### config.mk
export PLATFORM = sky130hd
export DESIGN_NAME = acc_frame_20_bit
export DESIGN_NICKNAME = d
export VERILOG_FILES = /design/src/rtl/acc_frame_20_bit.sv
export SDC_FILE = /design/constraint.sdc
export NUM_CORES = 1
export LEC_CHECK = 0
export ABC_AREA = 0
export CORE_UTILIZATION = 56
export CTS_BUF_LIST = sky130_fd_sc_hd__clkbuf_4
export CTS_CLUSTER_SIZE = 28
export DETAILED_ROUTE_END_ITERATION = 12
export PLACE_DENSITY = 0.87
export SYNTH_ARGS = -nofsm -noshare
export SYNTH_HDL_FRONTEND = slang
export SYNTH_HIERARCHICAL = 1
export SYNTH_SLANG_ARGS = --single-unit
### constraint.sdc
create_clock -name clk -period 18.5 [get_ports clk]
set_input_delay 3.7 -clock clk [delete_from_list [all_inputs] [get_ports clk]]
set_output_delay 3.7 -clock clk [all_outputs]
set_load 0.005 [all_outputs]
### src/rtl/acc_frame_20_bit.sv
// Frame accumulator that sits behind the 20-bit ripple adder.
// It sums frame_len unsigned 20-bit samples (modulo 2^20), keeps a sticky
// carry-out flag for the frame, and offers the total on a valid/ready port.
//
// Handshake rules, both ports:
//   A transfer happens on a rising clk edge where valid && ready are both 1.
//   A producer holds valid and its data stable until the transfer happens.
//   ready never depends on valid in this block; in_ready and out_valid are
//   decoded from the registered state only.

// 20-bit ripple-carry adder used as the datapath adder.
module add_20_bit (
  input  logic [19:0] a,
  input  logic [19:0] b,
  input  logic        cin,
  output logic [19:0] sum,
  output logic        cout
);

  logic [20:0] c;

  assign c[0] = cin;

  // One full adder per bit, carry rippling from bit 0 upward.
  genvar i;
  generate
    for (i = 0; i < 20; i++) begin : g_fa
      assign sum[i]   = a[i] ^ b[i] ^ c[i];
      assign c[i + 1] = (a[i] & b[i]) | (c[i] & (a[i] ^ b[i]));
    end
  endgenerate

  assign cout = c[20];

endmodule

module acc_frame_20_bit #(
  parameter int LEN_W = 8
) (
  input  logic             clk,
  input  logic             rst_n,
  input  logic [LEN_W-1:0] frame_len,
  input  logic [19:0]      in_data,
  input  logic             in_valid,
  output logic             in_ready,
  output logic [19:0]      out_sum,
  output logic             out_ovf,
  output logic             out_valid,
  input  logic             out_ready,
  output logic [1:0]       dbg_state
);

  typedef enum logic [1:0] {
    IDLE  = 2'd0,
    ACCUM = 2'd1,
    HOLD  = 2'd2
  } state_t;

  state_t             state_q, state_d;
  logic [19:0]        acc_q, acc_d;
  logic               ovf_q, ovf_d;
  logic [LEN_W-1:0]   cnt_q, cnt_d;
  logic [LEN_W-1:0]   len_q, len_d;

  logic               accept;
  logic [LEN_W-1:0]   len_eff;
  logic [LEN_W-1:0]   cnt_inc;
  logic [19:0]        add_sum;
  logic               add_cout;

  // The adder's carry out is exactly the "new sum < old acc" lost-carry event.
  add_20_bit u_add (
    .a    (acc_q),
    .b    (in_data),
    .cin  (1'b0),
    .sum  (add_sum),
    .cout (add_cout)
  );

  assign in_ready  = (state_q != HOLD);
  assign out_valid = (state_q == HOLD);
  assign out_sum   = acc_q;
  assign out_ovf   = ovf_q;
  assign dbg_state = state_q;

  assign accept  = in_valid && in_ready;
  // A zero length field means a single-sample frame.
  assign len_eff = (frame_len == '0) ? LEN_W'(1) : frame_len;
  assign cnt_inc = cnt_q + LEN_W'(1);

  // Next-state and datapath update; everything holds unless an event occurs.
  always_comb begin
    state_d = state_q;
    acc_d   = acc_q;
    ovf_d   = ovf_q;
    cnt_d   = cnt_q;
    len_d   = len_q;
    case (state_q)
      IDLE: begin
        if (accept) begin
          acc_d   = in_data;
          ovf_d   = 1'b0;
          cnt_d   = LEN_W'(1);
          len_d   = len_eff;
          state_d = (len_eff == LEN_W'(1)) ? HOLD : ACCUM;
        end
      end
      ACCUM: begin
        if (accept) begin
          acc_d = add_sum;
          ovf_d = ovf_q | add_cout;
          cnt_d = cnt_inc;
          if (cnt_inc == len_q) begin
            state_d = HOLD;
          end
        end
      end
      HOLD: begin
        if (out_ready) begin
          state_d = IDLE;
        end
      end
      default: begin
        state_d = IDLE;
      end
    endcase
  end

  // State registers with synchronous active-low reset.
  always_ff @(posedge clk) begin
    if (!rst_n) begin
      state_q <= IDLE;
      acc_q   <= '0;
      ovf_q   <= 1'b0;
      cnt_q   <= '0;
      len_q   <= '0;
    end else begin
      state_q <= state_d;
      acc_q   <= acc_d;
      ovf_q   <= ovf_d;
      cnt_q   <= cnt_d;
      len_q   <= len_d;
    end
  end

endmodule

# Yosys cells after proc, flatten, opt, wreduce, memory -nomap -nowiden
# Cells that the tools add are included.
dict set report totals {
  regBits 39
  in_bits 32
  out_inout_bits 25
  word_cells 136
}
dict set report op_classes {
  n_addsub 1
  eq_ne 9
  n_mux 16
  n_bitwise 98
  reduce_logical 7
}
# op n
set op_table {}
lappend op_table {{2-to-1 mux 20 bit} 2}
lappend op_table {{one-hot mux 20 bit (2 select lines)} 1}
lappend op_table {{AND 1 bit} 39}
lappend op_table {{XOR 1 bit} 39}
lappend op_table {{2-to-1 mux 8 bit} 3}
lappend op_table {{bitwise OR 1 bit} 20}
lappend op_table {{one-hot mux 8 bit (2 select lines)} 1}
lappend op_table {{2-to-1 mux 2 bit} 5}
lappend op_table {{adder 8 x 1 -> 8 bit (second input constant)} 1}
lappend op_table {{equality test 8 x 1 -> 1 bit (second input constant)} 1}
lappend op_table {{equality test 8 bit} 1}
lappend op_table {{zero test 8 bit} 1}
lappend op_table {{inequality test 2 bit (second input constant)} 4}
lappend op_table {{one-hot mux 2 bit (3 select lines)} 1}
lappend op_table {{AND reduction 4 bit} 1}
lappend op_table {{AND reduction 3 bit} 1}
lappend op_table {{equality test 2 x 1 -> 1 bit (second input constant)} 1}
lappend op_table {{equality test 2 bit (second input constant)} 1}
lappend op_table {{zero test 2 bit} 1}
lappend op_table {{2-to-1 mux 1 bit} 2}
lappend op_table {{inequality test 2 x 1 -> 1 bit (second input constant)} 1}
lappend op_table {{one-hot mux 1 bit (2 select lines)} 1}
lappend op_table {{AND reduction 2 bit} 1}
lappend op_table {{nonzero test 2 bit} 1}
lappend op_table {{logical AND 1 bit} 1}

# Depth between registers and ports, before layout
dict set report depth {
  word_depth 42
  depth_mapped 27
  depth_no_buf 27
}

# Hierarchy
# The synthesis kept the hierarchy.
# module instances cells_per_inst area_each_um2 seq_area_each_um2
set by_module_without_submodules {}
lappend by_module_without_submodules {acc_frame_20_bit 1 235 2105.8 780.7}
lappend by_module_without_submodules {add_20_bit 1 30 437.9 0.0}

# Worst setup path after synthesis
# No wires, ideal clock.
dict set report synth_timing {
  path_type {input -> register}
  start {in in_data[0]}
  end {reg acc_q[19], in the netlist out_sum[19]}
  setup_time_ns 0.059
  t_arrival_ns 11.498
  required_ns 18.441
  setup_slack_ns 6.943
  path_stages 27
  path_buffers 0
  path_cell_list {fa_1 > fa_1 > fa_1 > fa_1 > fa_1 > fa_1 > fa_1 > fa_1 > fa_1 > fa_1 > fa_1 > fa_1 > fa_1 > fa_1 > fa_1 > fa_1 > inv_1 > fa_1 > inv_1 > fa_1 > fa_1 > inv_1 > fa_1 > inv_1 > mux2i_1 > nand2_1 > o211a_1}
}
dict set report synth_via {
  elab_chain_len 40
}
# element line_no
set synth_rtl {}
lappend synth_rtl {{start: declaration} 43} ;# input logic [19:0] in_data,
lappend synth_rtl {{AND 1 bit (2 in a row)} 29} ;# assign c[i + 1] = (a[i] & b[i]) | (c[i] & (a[i] ^ b[i]));
lappend synth_rtl {{bitwise OR 1 bit} 29}
lappend synth_rtl {{AND 1 bit} 29}
lappend synth_rtl {{bitwise OR 1 bit} 29}
lappend synth_rtl {{AND 1 bit} 29}
lappend synth_rtl {{bitwise OR 1 bit} 29}
lappend synth_rtl {{AND 1 bit} 29}
lappend synth_rtl {{bitwise OR 1 bit} 29}
lappend synth_rtl {{[... 24 more ...]} --}
lappend synth_rtl {{AND 1 bit} 29}
lappend synth_rtl {{bitwise OR 1 bit} 29}
lappend synth_rtl {{AND 1 bit} 29}
lappend synth_rtl {{bitwise OR 1 bit} 29}
lappend synth_rtl {{XOR 1 bit} 28} ;# assign sum[i] = a[i] ^ b[i] ^ c[i];
lappend synth_rtl {{via add_sum[19]} 68} ;# logic [19:0] add_sum;
lappend synth_rtl {{2-to-1 mux 20 bit} 109} ;# if (accept) begin
lappend synth_rtl {{one-hot mux 20 bit (2 select lines)} 98} ;# case (state_q)
lappend synth_rtl {{end signal: assignment} 133} ;# acc_q <= '0;
lappend synth_rtl {{end signal: assignment} 139} ;# acc_q <= acc_d;
lappend synth_rtl {{end: declaration} 60} ;# logic [19:0] acc_q, acc_d;
# The timed path passes the listed nets, and every way through them passes these cells. The select of a mux whose other input is x is not followed.
# A chain may end at the register's enable or synchronous reset.

# Worst setup path after layout
# Ends and elaborated chain as after synthesis.

==> impl_results.md <==
- Status: finished, final reports clean
- Routed vias/inst: between 5 and 6
- Hold WS: ~500 ps
- Most frequent cells in the layout: 56 x clkdlybuf4s50_1, 39 x dfxtp_1, 36 x nand2_1
- Number of synthesized flops with an enable pin: 0
- Antenna violations before repair: 0
- CTS Root Buffer Type: clkbuf_4
- Switching Fraction: 0.361
- Boundary Pins: 57
- Worst path required time: 18800 ps
- Pre-antenna DRT Iters: 5
- Cts repair resizes: 0
- Area grow syn2layout: 24.7%
- Global-route usage over all layers: 0.232
- Placer Congestion: between 0.8 and 0.9
- Crit-path max FO: 2
- Drt drc: 0
- Synth Warn #: 6
- HPWL Detailed: approximately 3700 um
- Slew HR: 0.333
- Fmax: roughly 83 MHz
- CTS tree: done
- Setup violations, final: 0
- Critical Path Start Type: input port
- Final period util: 0.652
- Width of the die: approximately 69 um
- Avg Synthesized Cell Area: ~9.6 sq um
- Num CTS Buffers: 5
- Final min period: roughly 12000 ps
- Critical path's largest stage delay: approximately 440 ps
- Flip-flop and latch count after synthesis: 39
- Setup TNS: 0 ps
- Cell mode on critical path: fa_1
- Final Max Tran Viols: 0
- Maxcap violations: 0
- Cts-stage hold buffer count: 0
- Fin. Hold Viols: 0
- Worst vdd ir: around 0.000058 V
- Vias: roughly 2100
- Power share of the clock group: 0.177
- Clk Latency, worst-skew pair: 350 ps
- Clock Path Buffers: 2
- Area of the multi-input gates: about 1600 sq um
- Power Density: just over 100 nW/um^2
- Die area: between 4000 and 5000 sq um
- Crit. End Element: flop
- Std cell rows: 24
- Worst Clk Skew: around 10 ps
- Ant diodes: 0
- PortBufs: between 50 and 60
- WL per Instance: around 14 um
- Reg area: 781 sq um
- Worst min path class: reg -> reg
- Worst-path clk slew: 120 ps
- Layout cells sized above 1: 0.0575
- Commonest non-fill, non-tap cell in the layout: clkdlybuf4s50_1
- DRT Wirelength: 5140 um
- CTS Sinks: 39
- Worst path slowest cell: clkdlybuf4s50_1
- Vias in the first global route: a little under 2000
- Area of the mapped netlist: about 2500 sq um
- Post-DRT Antenna Nets: 0
- Synth area leaders: dfxtp_1 31%, fa_1 16%, o211a_1 8.3%
- Mapped Cells: approximately 270
- Largest net degree at the start of global routing: 49
- Ys async rst share: 0
- Register share of total power: 0.369
- Post-CTS Setup Bufs: 0
- Starting Density: 0.584
- H-tree depth: 2
- Final net count: between 300 and 400
- Drt initial violations: 86
- Leakage: 1.43 nW
- Tightest Pin Transition: 999 ps
- Mapped Nets: roughly 320
- Die Span Y: roughly 70 um
- RSZ-0062 raised after global routing: false
- Combinational Power Share: 0.454
- Sw power: about 0.00012 W
- First-pass GRT wire length: ~9000 um
- Critical path class: in -> reg
- Design internal power: ~0.00020 W
- Fillers: 333
- Ys flop type: dfxtp_1
- Cell variety after synth: 46
- Sequential fraction of the synthesis area: 0.307
- Placeable Area: 4350 sq um
- CP arrival: 12360 ps
- Top cell type's share of synthesized area: 0.307
- Yosys top cell by area: dfxtp_1
- Grt ovf: 0
-- path summary, 6_finish.rpt --
path,startpoint,to,slack [ps],cells after the start
min,cnt_q[1],cnt_q[1],500,2
max reg2reg,out_sum[0],out_sum[19],9850,27
max,in_data[0],out_sum[19],6440,28
min reg2reg,cnt_q[1],cnt_q[1],500,2
-- routing by layer --
metal  wire (um)  vias to the layer above  global-route usage
met1        2440                      982               0.312
li1            -                     1017                   -
met4          81                        0              0.0862
met3         236                        8              0.0509
met5           0                        -                   0
met2        2380                       55               0.366
-- flip-flops by register name, indices dropped and copies added (netlist names) --
name       cells
cnt_q          8
out_sum       20
dbg_state      2
out_ovf        1
len_q          8
-- critical path, delay by kind of cell --
kind / cells / cell delay (ps)
simple gates: 1 / 70
mux: 1 / 60
compound gates: 1 / 140
buf+inv: 5 / 710
fa+ha+maj: 20 / 7690
-- area by class of cell --
| cell class | instances | share of cell area |
|---|---|---|
| Sequential cell | 39 | 0.246 |
| Timing Repair Buffer | 58 | 0.181 |
| Multi-Input combinational cell | 195 | 0.513 |
| Clock buffer | 5 | 0.0118 |
| Inverter | 13 | 0.0154 |
| Clock inverter | 3 | 0.0122 |
| Tap cell | 52 | 0.0205 |
-- per-stage QoR --
stage          instances  power (W)  worst slack [ps]  instance area [sq um]   util
2_1_floorplan        265   0.000215              6940                   2540      -
3_3_place_gp         357   0.000260              6310                   3100  0.711
3_5_place_dp         357   0.000265              6130                   3100  0.711
4_1_cts              365   0.000322              6470                   3170  0.729
5_1_grt              365   0.000344              6170                   3170  0.729
6_report             365   0.000320              6440                   3170  0.729
-- power groups by stage --
stage / Combinational (W) / Sequential (W) / Clock [W]
2_1_floorplan: 0.000101 / 0.000114 / 0
3_3_place_gp: 0.000141 / 0.000119 / 0
3_5_place_dp: 0.000145 / 0.000120 / 0
4_1_cts: 0.000146 / 0.000118 / 0.0000579
5_1_grt: 0.000161 / 0.000121 / 0.0000618
6_report: 0.000145 / 0.000118 / 0.0000565
-- kinds of logic (layout without fill, tap and decap cells) --
logic type / Yosys count / after routing / share of synthesized area
AND/OR/NAND/NOR: 79 / 79 / 0.164
XOR/XNOR: 9 / 9 / 0.0310
other: 1 / 1 / 0.00147
multiplexers: 21 / 21 / 0.0831
flip-flops: 39 / 39 / 0.307
AO/OA/AOI/OAI: 64 / 64 / 0.194
adder cells (fa/ha/maj): 21 / 21 / 0.162
buffers and inverters: 31 / 79 / 0.0566
-- cells in the mapped netlist, types with 5 or more instances --
master	n
nor2b_1	11
nand2_1	36
fa_1	20
mux2i_1	20
a21oi_1	9
a21boi_0	8
nor3_1	5
dfxtp_1	39
o21ai_0	11
buf_2	10
nand3_1	7
inv_1	13
xnor2_1	6
o211a_1	21
(Power assumes the default switching activity.)
